==> src/rtl/cpu_mem_copy_master.sv <==
// Avalon-MM master that copies a block of words or fills it with a constant,
// one command at a time, on the CPU on-chip memory port.
module cpu_mem_copy_master #(
  parameter int ADDR_W       = 11,
  parameter int DATA_W       = 32,
  parameter int LEN_W        = 12,
  parameter int READ_LATENCY = 1
) (
  input  logic                clk,
  input  logic                reset,
  input  logic                start,
  input  logic                fill_mode,
  input  logic [ADDR_W-1:0]   src_addr,
  input  logic [ADDR_W-1:0]   dst_addr,
  input  logic [LEN_W-1:0]    len,
  input  logic [DATA_W-1:0]   fill_value,
  output logic                busy,
  output logic                done,
  output logic [ADDR_W-1:0]   m_address,
  output logic [DATA_W/8-1:0] m_byteenable,
  output logic                m_chipselect,
  output logic                m_read,
  output logic                m_write,
  output logic [DATA_W-1:0]   m_writedata,
  input  logic [DATA_W-1:0]   m_readdata,
  input  logic                m_waitrequest
);

  localparam int LAT_W = 3;

  typedef enum logic [2:0] {
    S_IDLE,
    S_RD,
    S_RWAIT,
    S_WR,
    S_DONE
  } state_t;

  state_t              state_q, state_d;
  logic [ADDR_W-1:0]   src_q, src_d;
  logic [ADDR_W-1:0]   dst_q, dst_d;
  logic [ADDR_W-1:0]   addr_q, addr_d;
  logic [LEN_W-1:0]    rem_q, rem_d;
  logic                fill_q, fill_d;
  logic [DATA_W-1:0]   wdata_q, wdata_d;
  logic [LAT_W-1:0]    lat_q, lat_d;
  logic                rd_q, rd_d;
  logic                wr_q, wr_d;
  logic                busy_q, busy_d;
  logic                done_q, done_d;
  logic                accept;

  assign accept = (rd_q | wr_q) & ~m_waitrequest;

  always_comb begin
    state_d = state_q;
    src_d   = src_q;
    dst_d   = dst_q;
    rem_d   = rem_q;
    fill_d  = fill_q;
    wdata_d = wdata_q;
    lat_d   = lat_q;
    addr_d  = addr_q;

    case (state_q)
      S_IDLE: begin
        if (start) begin
          src_d  = src_addr;
          dst_d  = dst_addr;
          rem_d  = len;
          fill_d = fill_mode;
          if (fill_mode) wdata_d = fill_value;
          if (len == '0)     state_d = S_DONE;
          else if (fill_mode) state_d = S_WR;
          else               state_d = S_RD;
        end
      end
      S_RD: begin
        if (accept) begin
          state_d = S_RWAIT;
          lat_d   = LAT_W'(READ_LATENCY - 1);
        end
      end
      S_RWAIT: begin
        // Read data is valid in the last RWAIT cycle; capture it on the closing edge.
        if (lat_q == '0) begin
          wdata_d = m_readdata;
          state_d = S_WR;
        end else begin
          lat_d = lat_q - LAT_W'(1);
        end
      end
      S_WR: begin
        if (accept) begin
          rem_d = rem_q - LEN_W'(1);
          src_d = src_q + ADDR_W'(1);
          dst_d = dst_q + ADDR_W'(1);
          if (rem_q == LEN_W'(1)) state_d = S_DONE;
          else if (fill_q)        state_d = S_WR;
          else                    state_d = S_RD;
        end
      end
      S_DONE:  state_d = S_IDLE;
      default: state_d = S_IDLE;
    endcase

    // Outputs are registered, so they are derived from the next state.
    rd_d   = (state_d == S_RD);
    wr_d   = (state_d == S_WR);
    busy_d = rd_d | wr_d | (state_d == S_RWAIT);
    done_d = (state_d == S_DONE);
    if (rd_d)      addr_d = src_d;
    else if (wr_d) addr_d = dst_d;
  end

  always_ff @(posedge clk) begin
    if (reset) begin
      state_q <= S_IDLE;
      src_q   <= '0;
      dst_q   <= '0;
      addr_q  <= '0;
      rem_q   <= '0;
      fill_q  <= 1'b0;
      wdata_q <= '0;
      lat_q   <= '0;
      rd_q    <= 1'b0;
      wr_q    <= 1'b0;
      busy_q  <= 1'b0;
      done_q  <= 1'b0;
    end else begin
      state_q <= state_d;
      src_q   <= src_d;
      dst_q   <= dst_d;
      addr_q  <= addr_d;
      rem_q   <= rem_d;
      fill_q  <= fill_d;
      wdata_q <= wdata_d;
      lat_q   <= lat_d;
      rd_q    <= rd_d;
      wr_q    <= wr_d;
      busy_q  <= busy_d;
      done_q  <= done_d;
    end
  end

  assign busy         = busy_q;
  assign done         = done_q;
  assign m_address    = addr_q;
  assign m_byteenable = '1;
  assign m_chipselect = rd_q | wr_q;
  assign m_read       = rd_q;
  assign m_write      = wr_q;
  assign m_writedata  = wdata_q;

endmodule

==> config.mk <==
export PLATFORM = sky130hd
export DESIGN_NAME = cpu_mem_copy_master
export DESIGN_NICKNAME = d
export VERILOG_FILES = /design/src/rtl/cpu_mem_copy_master.sv
export SDC_FILE = /design/constraint.sdc
export NUM_CORES = 1
export LEC_CHECK = 0
export ABC_AREA = 1
export CELL_PAD_IN_SITES_DETAIL_PLACEMENT = 0
export CELL_PAD_IN_SITES_GLOBAL_PLACEMENT = 1
export CORE_UTILIZATION = 32
export DETAILED_ROUTE_END_ITERATION = 12
export PLACE_DENSITY = 0.91
export SKIP_LAST_GASP = 1
export SLEW_MARGIN = 20
export SYNTH_ARGS = -nofsm -noshare
export SYNTH_HDL_FRONTEND = slang
export SYNTH_SLANG_ARGS = --single-unit
==> constraint.sdc <==
create_clock -name clk -period 2.04 [get_ports clk]
set_clock_uncertainty 0.05 [all_clocks]
set_input_delay 0.408 -clock clk [delete_from_list [all_inputs] [get_ports clk]]
set_output_delay 0.408 -clock clk [all_outputs]
set_load 0.01 [all_outputs]
# Yosys cells after proc, flatten, opt, wreduce, memory -nomap -nowiden
# Index checks and enable logic that the tools add are counted.
[word_totals]
register_bits = 88
in_bits = 103
out_inout_bits = 52
elab_cells = 73
[classes]
n_addsub = 4
eq_ne = 14
muxes = 27
n_bitwise = 5
reduce_logical = 11
[ops]
columns = ["cell", "count"]
rows = [
  ["32-bit 2-to-1 mux", 3],
  ["11-bit 2-to-1 mux", 6],
  ["32-bit case mux with 2 select lines", 1],
  ["11-bit case mux with 2 select lines", 2],
  ["12-bit 2-to-1 mux", 2],
  ["3-bit 2-to-1 mux", 8],
  ["12-bit case mux with 2 select lines", 1],
  ["11-bit by 1-bit adder with 11-bit output (second input constant)", 2],
  ["12-bit by 1-bit == test with 1-bit output (second input constant)", 1],
  ["3-bit by 2-bit == test with 1-bit output (second input constant)", 4],
  ["12-bit logical NOT", 1],
  ["2-bit inequality test (second input constant)", 6],
  ["3-bit case mux with 4 select lines", 1],
  ["12-bit by 1-bit subtractor with 12-bit output (second input constant)", 1],
  ["2-bit nonzero test", 4],
  ["3-bit by 1-bit == test with 1-bit output (second input constant)", 2],
  ["3-bit logical NOT", 2],
  ["3-bit case mux with 2 select lines", 1],
  ["3-bit AND reduction", 2],
  ["2-bit 2-to-1 mux", 2],
  ["4-bit AND reduction", 1],
  ["3-bit == test (second input constant)", 1],
  ["1-bit bitwise OR", 3],
  ["3-bit by 1-bit subtractor with 3-bit output (second input constant)", 1],
  ["3 further kinds", 3],
]

# Longest topological paths before layout
# Gate-level depths: netlist (run 1).
[depth]
word_depth = 7
depth_mapped = 13
depth_no_buf = 13

# Least setup slack after synthesis (run 1)
# No wires, ideal clock.
[synth_timing]
path_kind = "input -> register"
from = "in len[1]"
to = "reg addr_q[6], in the netlist m_address[6]"
setup_ns = 0.058
arrival_time_ns = 1.486
required_time_ns = 1.932
path_slack_ns = 0.446
cell_stages = 11
cell_sequence = "or2_1 nor2_1 nand2_1 nand2_1 nand2_2 nor2_8 buf_6 nand2_1 o21ai_1 nand2_1 nand2_1"
[synth_via]
elab_chain_len = 6
[synth_lines]
columns = ["element", "line_no", "rtl"]
rows = [
  ["start: declaration", "15", "input logic [LEN_W-1:0] len,"],
  ["12-bit logical NOT (*)", "73", "if (len == '0) state_d = S_DONE;"],
  ["3-bit 2-to-1 mux (*)", "73", ""],
  ["3-bit 2-to-1 mux (*)", "67", "if (start) begin"],
  ["3-bit case mux with 4 select lines (*)", "65", "case (state_q)"],
  ["3-bit by 1-bit == test with 1-bit output / 3-bit by 2-bit == test with 1-bit output (equally long branches)", "108, 109", ""],
  ["11-bit 2-to-1 mux / 2-bit nonzero test (equally long branches)", "n/a", ""],
  ["end signal: assignment", "134", "addr_q <= addr_d;"],
  ["end: declaration", "42", "logic [ADDR_W-1:0] addr_q, addr_d;"],
]
# Every way passes the cells marked *; elsewhere a longest branch is shown, timed or not.
# A chain may end at the register's enable or synchronous reset.

# Final worst setup path (run 1)
[layout_timing]
from = "reg wr_q, in the netlist m_write"
to = "out m_chipselect"
[layout_via]
elab_chain_len = 1
[layout_lines]
columns = ["element", "line_no", "rtl"]
rows = [
  ["start: declaration", "48", "logic wr_q, wr_d;"],
  ["start signal: assignment", "140", "wr_q <= wr_d;"],
  ["1-bit bitwise OR", "150", "assign m_chipselect = rd_q | wr_q;"],
  ["end: declaration", "21", "output logic m_chipselect,"],
]
# Every way passes these cells.

==> summary.txt, run 1 <==
Status -> finished clean
Layout area overhead -> 50.7%
Worst-skew pair later-pin latency -> 350 ps
Die height -> 124 um
CTS Root Cell -> clkbuf_16
CP endpoint kind -> output pin
CP startpoint -> m_write$_SDFF_PP0_
XOR/XNOR Fraction of Synth Area -> 0.550%
Compound-Gate Fraction of Synth Area -> 18.8%
Sequential share of the synthesized area -> 36.9%
Vias in the first global route -> 4857
Setup TNS -> 0 ps
Final net count -> 1013
ANT nets after route -> 0
Fin crit share -> 96.6%
Post-DP HPWL -> 10.8 mm
Most frequent cells after synthesis -> 228 x nand2_1, 88 x dfxtp_1, 66 x o21ai_0
Buffers on Ports -> 150
Cells after synthesis -> 723
Worst IR drop on VDD -> 0.488 mV
Fin. max-slew vios -> 0
EDFF count, synth -> 0
Wirelength, routed -> 14.6 mm
Initial Utilization -> 32.9%
Via/cell ratio -> 4.78
Hold Vio Cnt, Final -> 0
Worst path max stage delay -> 530 ps
DR vias -> 5224
DR DRC count -> 0
GRT Total Usage -> 19.8%
CP Cell Sequence -> nor2_4 > buf_4 > inv_1 > clkdlybuf4s50_1
Sw Ratio -> 34.4%
Core ar. -> 14500 um2
Ports -> 155
Final hold slack -> 440 ps
Layout cell share with drive strength beyond 1 -> 12.1%
Required @ worst endpoint -> 1580 ps
Final setup vio count -> 0
Antenna violations before repair -> 0
Number of buffers created by CTS -> 9
First drt pass iteration count -> 4
Type of the most critical hold path -> flip-flop to flip-flop
Max Clock Freq -> 507 MHz
Cell Rows -> 44
Postcts setup bufs -> 0
P_int -> 4.74 mW
Post-synth cell types -> 38
Grt ovf -> 0
Synth Area in Simple Gates -> 32.5%
Die Area -> 15400 um2
Adder-Cell Fraction of Synth Area -> 1.57%
Die Width -> 124 um
DR WL/cell -> 13.4 um
Most common cell in the netlist -> nand2_1
Clock Tree Buf Depth -> 2
PwrDens -> 1000 nW/um2
Fillers -> 1471
Largest net degree at the start of global routing -> 51
Antenna cells -> 0
Post-route design area -> 7200 um2
RSZ-0062 raised after global routing -> false
First-pass GRT wire length -> 23.4 mm
Leakage -> 3.04 nW
Placed Area -> 6810 um2
Max Cap Viol -> 0
Yosys top cell by area -> dfxtp_1
Sequential share of power -> 32.2%
Proportion of synthesized area in mux cells -> 0%
FF-to-FF Start -> rem_q[1]$_SDFFE_PP0P_
Critical Path Source Type -> flip-flop
Critical path class -> flip-flop to output pin
CP max stage cell -> clkdlybuf4s50_1
Share of power burned in combinational logic -> 38.8%
Mapped cell area -> 4780 um2
Global placement routability congestion -> 0.856
Largest family of logic cells by synthesized area -> simple AND/OR/NAND/NOR gates
CTS tree -> built
Clock sinks -> 88
Top cells by area, synth -> dfxtp_1 37%, nand2_1 18%, o21ai_0 6.9%
Worst-path fanout max -> 3
Clk slew on worst S/H paths -> 70 ps
Primary FF master, synth -> dfxtp_1
Share of the synthesized area in the top cell type -> 36.9%
NetSw -> 2.49 mW
Clock power share -> 29.0%
Worst path arrival time -> 1510 ps
Hold path start -> fill_q$_SDFFE_PP0P_
DR iter-0 viols -> 247
H-tree levels -> 3
Tmin final -> 1970 ps
Syn Area/Cell -> 6.61 um2
Async set or reset register ratio after synthesis -> 0%
Yosys warns -> 0
#FFs+latches synth -> 88
kinds of logic after synthesis:
logic type | Yosys count
AO/OA/AOI/OAI | 161
other | 1
flip-flops | 88
buffers and inverters | 109
adder cells (fa/ha/maj) | 6
XOR/XNOR | 3
AND/OR/NAND/NOR | 355
flip-flops by register name, summed over array words and instances (netlist names), 3 cells and up:
| signal | count |
|---|---|
| dst_q | 11 |
| src_q | 11 |
| state_q | 3 |
| lat_q | 3 |
| m_writedata | 32 |
| m_address | 11 |
| rem_q | 12 |
metal layers:
| layer | GRT usage, % | share of wire (%) |
|---|---|---|
| met1 | 25.1 | 47 |
| met3 | 5.22 | 7.9 |
| met5 | 0 | 0 |
| met4 | 7.29 | 1.5 |
| met2 | 31.9 | 44 |
cells in the final DEF (no fill, tap or decap), types with 3 or more instances in the layout:
master | Yosys | final
a211oi_1 | 5 | 5
a21oi_1 | 29 | 29
a31oi_1 | 40 | 40
buf_12 | 0 | 6
buf_4 | 5 | 45
bufinv_16 | 0 | 4
clkbuf_16 | 0 | 9
clkdlybuf4s50_1 | 0 | 150
conb_1 | 1 | 4
dfxtp_1 | 88 | 86
ha_1 | 6 | 6
inv_1 | 62 | 62
inv_2 | 12 | 12
nand2_1 | 228 | 228
nand2_2 | 6 | 6
nand3_1 | 47 | 46
nand3_4 | 3 | 3
nand4_1 | 4 | 4
nor2_1 | 47 | 45
nor2_2 | 6 | 7
nor2_4 | 5 | 6
nor3_1 | 3 | 3
o211ai_1 | 4 | 4
o21ai_0 | 66 | 66
o21ai_1 | 12 | 12
worst max-delay path: cells and delay by family, from the launching register on:
family,cells,cell delay (ps)
buffers and inverters,3,700
flip-flops,1,390
AND/OR/NAND/NOR,1,60
cell type report:
type / count / area, um2 / area share [%]
clock buffers: 11 / 243 / 3.37
well taps: 184 / 230 / 3.20
flip-flops and latches: 88 / 1760 / 24.5
multi-input cells: 529 / 2590 / 36.0
clock inverters: 5 / 128 / 1.77
inverters: 75 / 287 / 3.98
repair buffers: 201 / 1960 / 27.2
stage by stage:
step | power [mW] | setup slack [ps] | std cells | util [%]
after floorplan | 3.82 | 446 | 726 | -
after global placement | 5.15 | -266 | 1077 | 46.9
after detailed placement | 5.15 | -296 | 1077 | 46.9
after CTS | 7.26 | 1.92 | 1093 | 49.4
after global routing | 7.67 | 4.30 | 1093 | 49.5
final | 7.22 | 69.3 | 1093 | 49.5
what timing repair did:
item,in CTS,in global routing
hold buffers,0,0
hold endpoints to repair,0,0
pin swaps,0,2
setup endpoints to repair,1,11
gates cloned,0,0
gates resized for setup,2,4
path summary, 6_finish.rpt:
check | to | slack, ps | depth (start not counted)
setup reg to reg | m_address[9]$_SDFFE_PP0P_ | 200 | 11
hold reg to reg | fill_q$_SDFFE_PP0P_ | 440 | 2
setup / recovery | m_chipselect | 70 | 4
hold / removal | fill_q$_SDFFE_PP0P_ | 440 | 2
power by group through the flow:
| stage | clock network (mW) | logic [mW] | registers, mW |
|---|---|---|---|
| after global placement | 0 | 2.80 | 2.35 |
| final | 2.09 | 2.80 | 2.33 |
| after detailed placement | 0 | 2.80 | 2.35 |
| after CTS | 2.12 | 2.82 | 2.32 |
| after floorplan | 0 | 1.42 | 2.40 |
| after global routing | 2.19 | 3.11 | 2.37 |
Note: power is estimated with default switching activity, not from simulation.
==> inputs of run 2 (changes only) <==
--- a/config.mk
+++ b/config.mk
@@ -10,7 +10,7 @@
 export CELL_PAD_IN_SITES_GLOBAL_PLACEMENT = 1
 export CORE_UTILIZATION = 32
 export DETAILED_ROUTE_END_ITERATION = 12
-export PLACE_DENSITY = 0.91
+export PLACE_DENSITY = 0.88
 export SKIP_LAST_GASP = 1
 export SLEW_MARGIN = 20
 export SYNTH_ARGS = -nofsm -noshare
==> summary.txt, run 2 (synthesis gave the netlist of run 1 again) <==
Status -> finished clean
WL met3 -> 1.45 mm (+26%)
DRT met1 WL -> 6.56 mm (-4.0%)
DR DRC count -> 0 (unchanged)
Util after Layout -> 48.7% (-0.88 points)
Design Power -> 6.68 mW (-7.5%)
CTS Root Cell -> clkbuf_16
Worst-path fanout max -> 5 (+2)
First-pass GRT wire length -> 23.3 mm (-0.27%)
DR iter-0 viols -> 335 (+36%)
Critical path class -> primary input to flip-flop
Fin crit share -> 94.0% (-2.6 points)
Max FFs per register -> 32 (unchanged)
Hold Vio Cnt, Final -> 0 (unchanged)
CP Cell Sequence -> clkdlybuf4s50_1 > or2_1 > nor2_1 > nand2_1 > nand2_1 > nand3_1 > nand2_2 > buf_4 > o21ai_1 > nand2_1 > nand2_1
Die height -> 124 um (unchanged)
Die Width -> 124 um (unchanged)
Final setup vio count -> 0 (unchanged)
Ports -> 155 (unchanged)
DR WL/cell -> 13.2 um (-1.3%)
Layout area overhead -> 48.0%
Tmin final -> 1920 ps (-53.3 ps)
Clock Tree Buf Depth -> 2 (unchanged)
GRT Total Usage -> 19.7% (-0.037 points)
PwrDens -> 945 nW/um2 (-5.8%)
H-tree levels -> 3 (unchanged)
CP endpoint kind -> flip-flop
Buffers on Ports -> 150 (unchanged)
Wirelength, routed -> 14.4 mm (-1.5%)
Type of the most critical hold path -> flip-flop to flip-flop
Buffers & Inverters on Critical Path -> 2 (-1)
Leakage -> 2.98 nW (-2.0%)
Vias in the first global route -> 4818 (-0.80%)
Fin. max-slew vios -> 0 (unchanged)
Antenna violations before repair -> 0 (unchanged)
FF-to-FF Start -> state_q[1]$_SDFF_PP0_
Required @ worst endpoint -> 2240 ps (+660 ps)
Grt ovf -> 0 (unchanged)
Number of buffers created by CTS -> 9 (unchanged)
Via/cell ratio -> 4.74 (-0.89%)
Worst-skew pair later-pin latency -> 350 ps (about the same)
Antenna cells -> 0 (unchanged)
Layout cell share with drive strength beyond 1 -> 11.5% (-0.63 points)
Largest net degree at the start of global routing -> 51 (unchanged)
DR WL met2 -> 6.22 mm (-3.3%)
Commonest non-fill, non-tap cells in the layout -> 228 x nand2_1, 150 x clkdlybuf4s50_1, 88 x dfxtp_1
Hold path start -> fill_q$_SDFFE_PP0P_
Max Cap Viol -> 0 (unchanged)
Clk slew on worst S/H paths -> 60 ps (about the same)
Worst IR drop on VDD -> 0.505 mV (+3.4%)
Post-DP HPWL -> 10.7 mm (-1.6%)
Global placement routability congestion -> 0.831 (-3.0%)
Initial Utilization -> 32.9% (unchanged)
Critical Path Source Type -> primary input
CP max stage cell -> clkdlybuf4s50_1
Cell Rows -> 44 (unchanged)
ANT nets after route -> 0 (unchanged)
DR top layer -> met4
Final net count -> 1011 (-0.20%)
Core ar. -> 14500 um2 (unchanged)
R2R Setup Slk -> 180 ps (-20 ps)
DR vias -> 5168 (-1.1%)
Worst path arrival time -> 2110 ps (+600 ps)
Max Clock Freq -> 522 MHz (+2.8%)
Most common cell after layout, fill and taps aside -> nand2_1
Hold path depth -> 2 (unchanged)
First drt pass iteration count -> 5 (+1)
Clock sinks -> 88 (unchanged)
RR Endpoint -> m_address[3]$_SDFFE_PP0P_
RSZ-0062 raised after global routing -> false
CTS tree -> built
Cell family with most CP delay -> simple AND/OR/NAND/NOR gates
Worst path max stage delay -> 420 ps (-110 ps)
Most common cell on crit path -> nand2_1
Worst hold path endpoint -> fill_q$_SDFFE_PP0P_
Reg2reg path depth -> 11 (unchanged)
Die Area -> 15400 um2 (unchanged)
[run 2: cell type report]
type,instances,area (um2)
Inverter,75,287
Fill cell,1490,7460
Clock buffer,12,256
Tap cell,184,230
Timing Repair Buffer,199,1930
Multi-Input combinational cell,529,2580
Sequential cell,88,1760
Clock inverter,4,28.8
[run 2: how the worst max path moves through the flow]
stage               slack, ps  depth (start not counted)          startpoint                   endpoint
CTS                        80                          3  m_write$_SDFF_PP0_               m_chipselect
floorplan                 450                         11              len[1]  m_address[6]$_SDFFE_PP0P_
detailed placement       -250                         12              len[1]  m_address[9]$_SDFFE_PP0P_
global route                4                         12              len[1]  m_address[9]$_SDFFE_PP0P_
global placement         -250                         12              len[1]  m_address[0]$_SDFFE_PP0P_
finish                    120                         11              len[1]  m_address[3]$_SDFFE_PP0P_
[run 2: power by group]
part	leakage, nW	switching [mW]	total, mW	internal (mW)
Sequential	0.723	0.244	2.31	2.07
Clock	0.135	0.716	1.61	0.893
Combinational	2.12	1.49	2.76	1.27
Total	2.98	2.45	6.68	4.24
[run 2: worst register-to-register path, delay by kind of cell (launching register included)]
kind            cells  cell delay (ps)
buf+inv             2              350
compound gates      1              130
flops               1              440
simple gates        8              820
[run 2: stage by stage]
stage / instance area, um2 / setup WS [ps] / TNS, ps / hold WS, ps / cells
6_report: 7070 / 123 / 0 / 419 / 1091
5_1_grt: 7070 / 3.66 / 0 / 462 / 1091
4_1_cts: 7060 / 82.4 / 0 / 419 / 1089
3_5_place_dp: 6770 / -246 / -5970 / 413 / 1073
3_3_place_gp: 6770 / -246 / -5840 / 399 / 1073
2_1_floorplan: 4790 / 446 / 0 / 390 / 726
[run 2: routing by layer]
layer  vias up  track usage, %
met5         -               0
met3        12            6.46
met4         0            6.47
li1       2722               -
met2       179            31.0
met1      2255            25.3
[run 2: repair_timing]
action / 4_1_cts / 5_1_grt
buffers inserted: 0 / 2
hold buffers: 0 / 0
setup endpoints to repair: 0 / 5
gates resized for setup: 0 / 1
==> RTL change, RTL diff (flow settings as in run 2) <==
Set the parameter `LEN_W` to 18 (it was 12).
--- a/src/rtl/cpu_mem_copy_master.sv
+++ b/src/rtl/cpu_mem_copy_master.sv
@@ -4,5 +4,5 @@
   parameter int ADDR_W       = 11,
   parameter int DATA_W       = 32,
-  parameter int LEN_W        = 12,
+  parameter int LEN_W        = 18,
   parameter int READ_LATENCY = 1
 ) (
Interface: changed (resized len); port bits go from 155 to 161. The function was not compared with the original's and may differ.
==> RTL change against run 2 <==
  * Synthesized cell count grew 12%
  * Die area grew 9.9%
  * Sequential cell count grew 6
  * Area after synthesis grew 10%
  * Setup slack lost 0.033 ns
  * Maximum frequency shrank 1.7%
  * Sequential share of layout area shrank 0.41 points
  * Worst hold slack gained 0.0013 ns
  * Wire length grew 15%
  * Cell area grew 8.7%
Power is not compared: it rests on default switching activity, and its combinational part moved more than twofold at a synthesized area within 25%.
==> RTL change: results (changes against run 2) <==
| Metric | Value |
|---|---|
| Largest net degree at the start of global routing | `49 (was 51)` |
| Leak Pwr | `3.23 nW` |
| Seq/Total Area, Yosys | `35.8% (was 36.9%)` |
| Nets | `1104 (was 1011)` |
| Worst skew pair latency | `0.35 ns (about the same)` |
| CTS HTree Levels | `3 (unchanged)` |
| Min-delay worst type | `reg -> reg (unchanged)` |
| Ranking of synthesized cells by area | `dfxtp_1 36%, nand2_1 14%, nand3_1 7.7% (was dfxtp_1 37%, nand2_1 18%, o21ai_0 6.9%)` |
| Warnings, synthesis | `0 (unchanged)` |
| Vias in the first global route | `5350 (was 4818)` |
| Initial antenna violation count | `0 (unchanged)` |
| Buffers on Ports | `156 (was 150)` |
| Switching share of power | `43.4%` |
| Status | `finished, final reports clean (unchanged)` |
| Max FFs per register | `32 (unchanged)` |
| CP Max Fanout | `3 (was 5)` |
| Setup WS pre-CTS | `-0.228 ns (was -0.246 ns)` |
| Routability cong. | `0.834 (was 0.831)` |
| Worst hold start | `lat_q[2] (was fill_q)` |
| Peak supply drop | `0.631 mV` |
| Dpl hpwl | `12100 µm (was 10700 µm)` |
| Met1 wire length | `7620 µm (was 6560 µm)` |
| Global-route usage over all layers | `20.3% (was 19.7%)` |
| WL per Instance | `13.7 µm (was 13.2 µm)` |
| Most frequent cells after synthesis | `198 x nand2_1, 94 x dfxtp_1, 92 x nor2_1 (was 228 x nand2_1, 88 x dfxtp_1, 66 x o21ai_0)` |
| Worst reg2reg startpoint | `rem_q[8] (was state_q[1])` |
| Max Used Layer | `met4 (unchanged)` |
| Placed cell areas | `0.00735 mm² (was 0.00677 mm²)` |
| Met3 Wirelength | `1430 µm (was 1450 µm)` |
| ANT cells | `0 (unchanged)` |
| Cell variety after synth | `35 (was 38)` |
| Met2 wire length | `7310 µm (was 6220 µm)` |
| Layout cells sized above 1 | `9.86% (was 11.5%)` |
| DRT Pass-1 Iters | `4 (was 5)` |
| Clock Root Buffer | `clkbuf_16 (unchanged)` |
| Max Buffers Root-to-Sink | `2 (unchanged)` |
| Crit path from | `m_write (was len[1])` |
| Cts bufs inserted | `9 (unchanged)` |
| Global-route wire length before repair | `26700 µm (was 23300 µm)` |
| Clock transition at the registers of the reported paths | `0.07 ns` |
| Crit path DAT | `1.49 ns (was 2.11 ns)` |
| Iteration-0 DRC count of the detailed router | `339 (was 335)` |
| Ys async rst share | `0% (unchanged)` |
| Vias per cell | `4.82 (was 4.74)` |
[RTL change: cell types whose count changed in the layout (fill, tap and decap cells not counted), sizes merged, moves of 3 or more]
cell,before,now
buf,49,52
nand3,50,82
a21oi,30,53
dfxtp,88,94
nand2,236,205
o21ai,79,86
a31oi,40,35
nor2,59,100
xor2,2,7
clkdlybuf4s50,150,156
nor3,3,7
[RTL change: per-layer routing]
| layer | up-vias | GRT usage, % |
|---|---|---|
| li1 | 3026 | - |
| met1 | 2594 | 26.0 |
| met2 | 195 | 32.3 |
| met3 | 14 | 6.11 |
| met4 | 0 | 7.18 |
| met5 | - | 0 |
[RTL change: kinds of logic (layout without fill, tap and decap cells)]
| logic type | count (synthesis) | in the layout | share of synthesized area [%] |
|---|---|---|---|
| buffers and inverters | 119 | 297 | 9.56 |
| adders and majority gates | 6 | 6 | 1.43 |
| AOI/OAI and AO/OA | 184 | 184 | 19.0 |
| other | 1 | 4 | 0.0713 |
| xor gates and xnor gates | 10 | 10 | 1.67 |
| DFF | 94 | 94 | 35.8 |
| and+or+nand+nor | 399 | 399 | 32.5 |
[RTL change: repair_timing]
| action | 4_1_cts | 5_1_grt |
|---|---|---|
| buffers inserted | 0 | 0 |
| setup endpoints to repair | 0 | 24 |
| resized for setup | 0 | 7 |
[RTL change: cell type report]
type	instances	area (µm²)
clock inverters	6	66.3
clock buffers	10	239
repair buffers	208	2040
multi-input cells	603	2910
flip-flops and latches	94	1880
fillers	1658	8260
well taps	216	270
inverters	73	278
[RTL change: worst max-delay path, cell delays in order, from the launching register on]
cell and delay [ns]:
dfxtp_1 0.36, nor2_1 0.23, inv_1 0.06, clkdlybuf4s50_1 0.48
[RTL change: power groups by stage]
stage	sequential [mW]	clock, mW	combinational [mW]
after floorplan	3.04	0	3.46
after global placement	2.97	0	6.01
after detailed placement	2.97	0	6.04
after CTS	2.94	1.81	6.09
after global routing	3.03	1.89	6.81
final	2.95	1.77	6.08
[RTL change: path summary, 6_finish.rpt]
| path | end | slack (ns) | depth (start not counted) |
|---|---|---|---|
| hold reg to reg | lat_q[2] | 0.42 | 1 |
| setup reg to reg | m_address[1] | 0.16 | 11 |
| setup / recovery | m_chipselect | 0.09 | 3 |
| hold / removal | lat_q[2] | 0.42 | 1 |
[RTL change: stage by stage]
stage                     util (%)  hold WS (ns)  TNS [ns]  instances
after floorplan                  -         0.379         0        816
after global placement        46.1         0.396     -3.65       1194
after detailed placement      46.1         0.395     -5.55       1194
after CTS                     48.0         0.410         0       1210
after global routing          48.2         0.461         0       1210
final                         48.2         0.420         0       1210
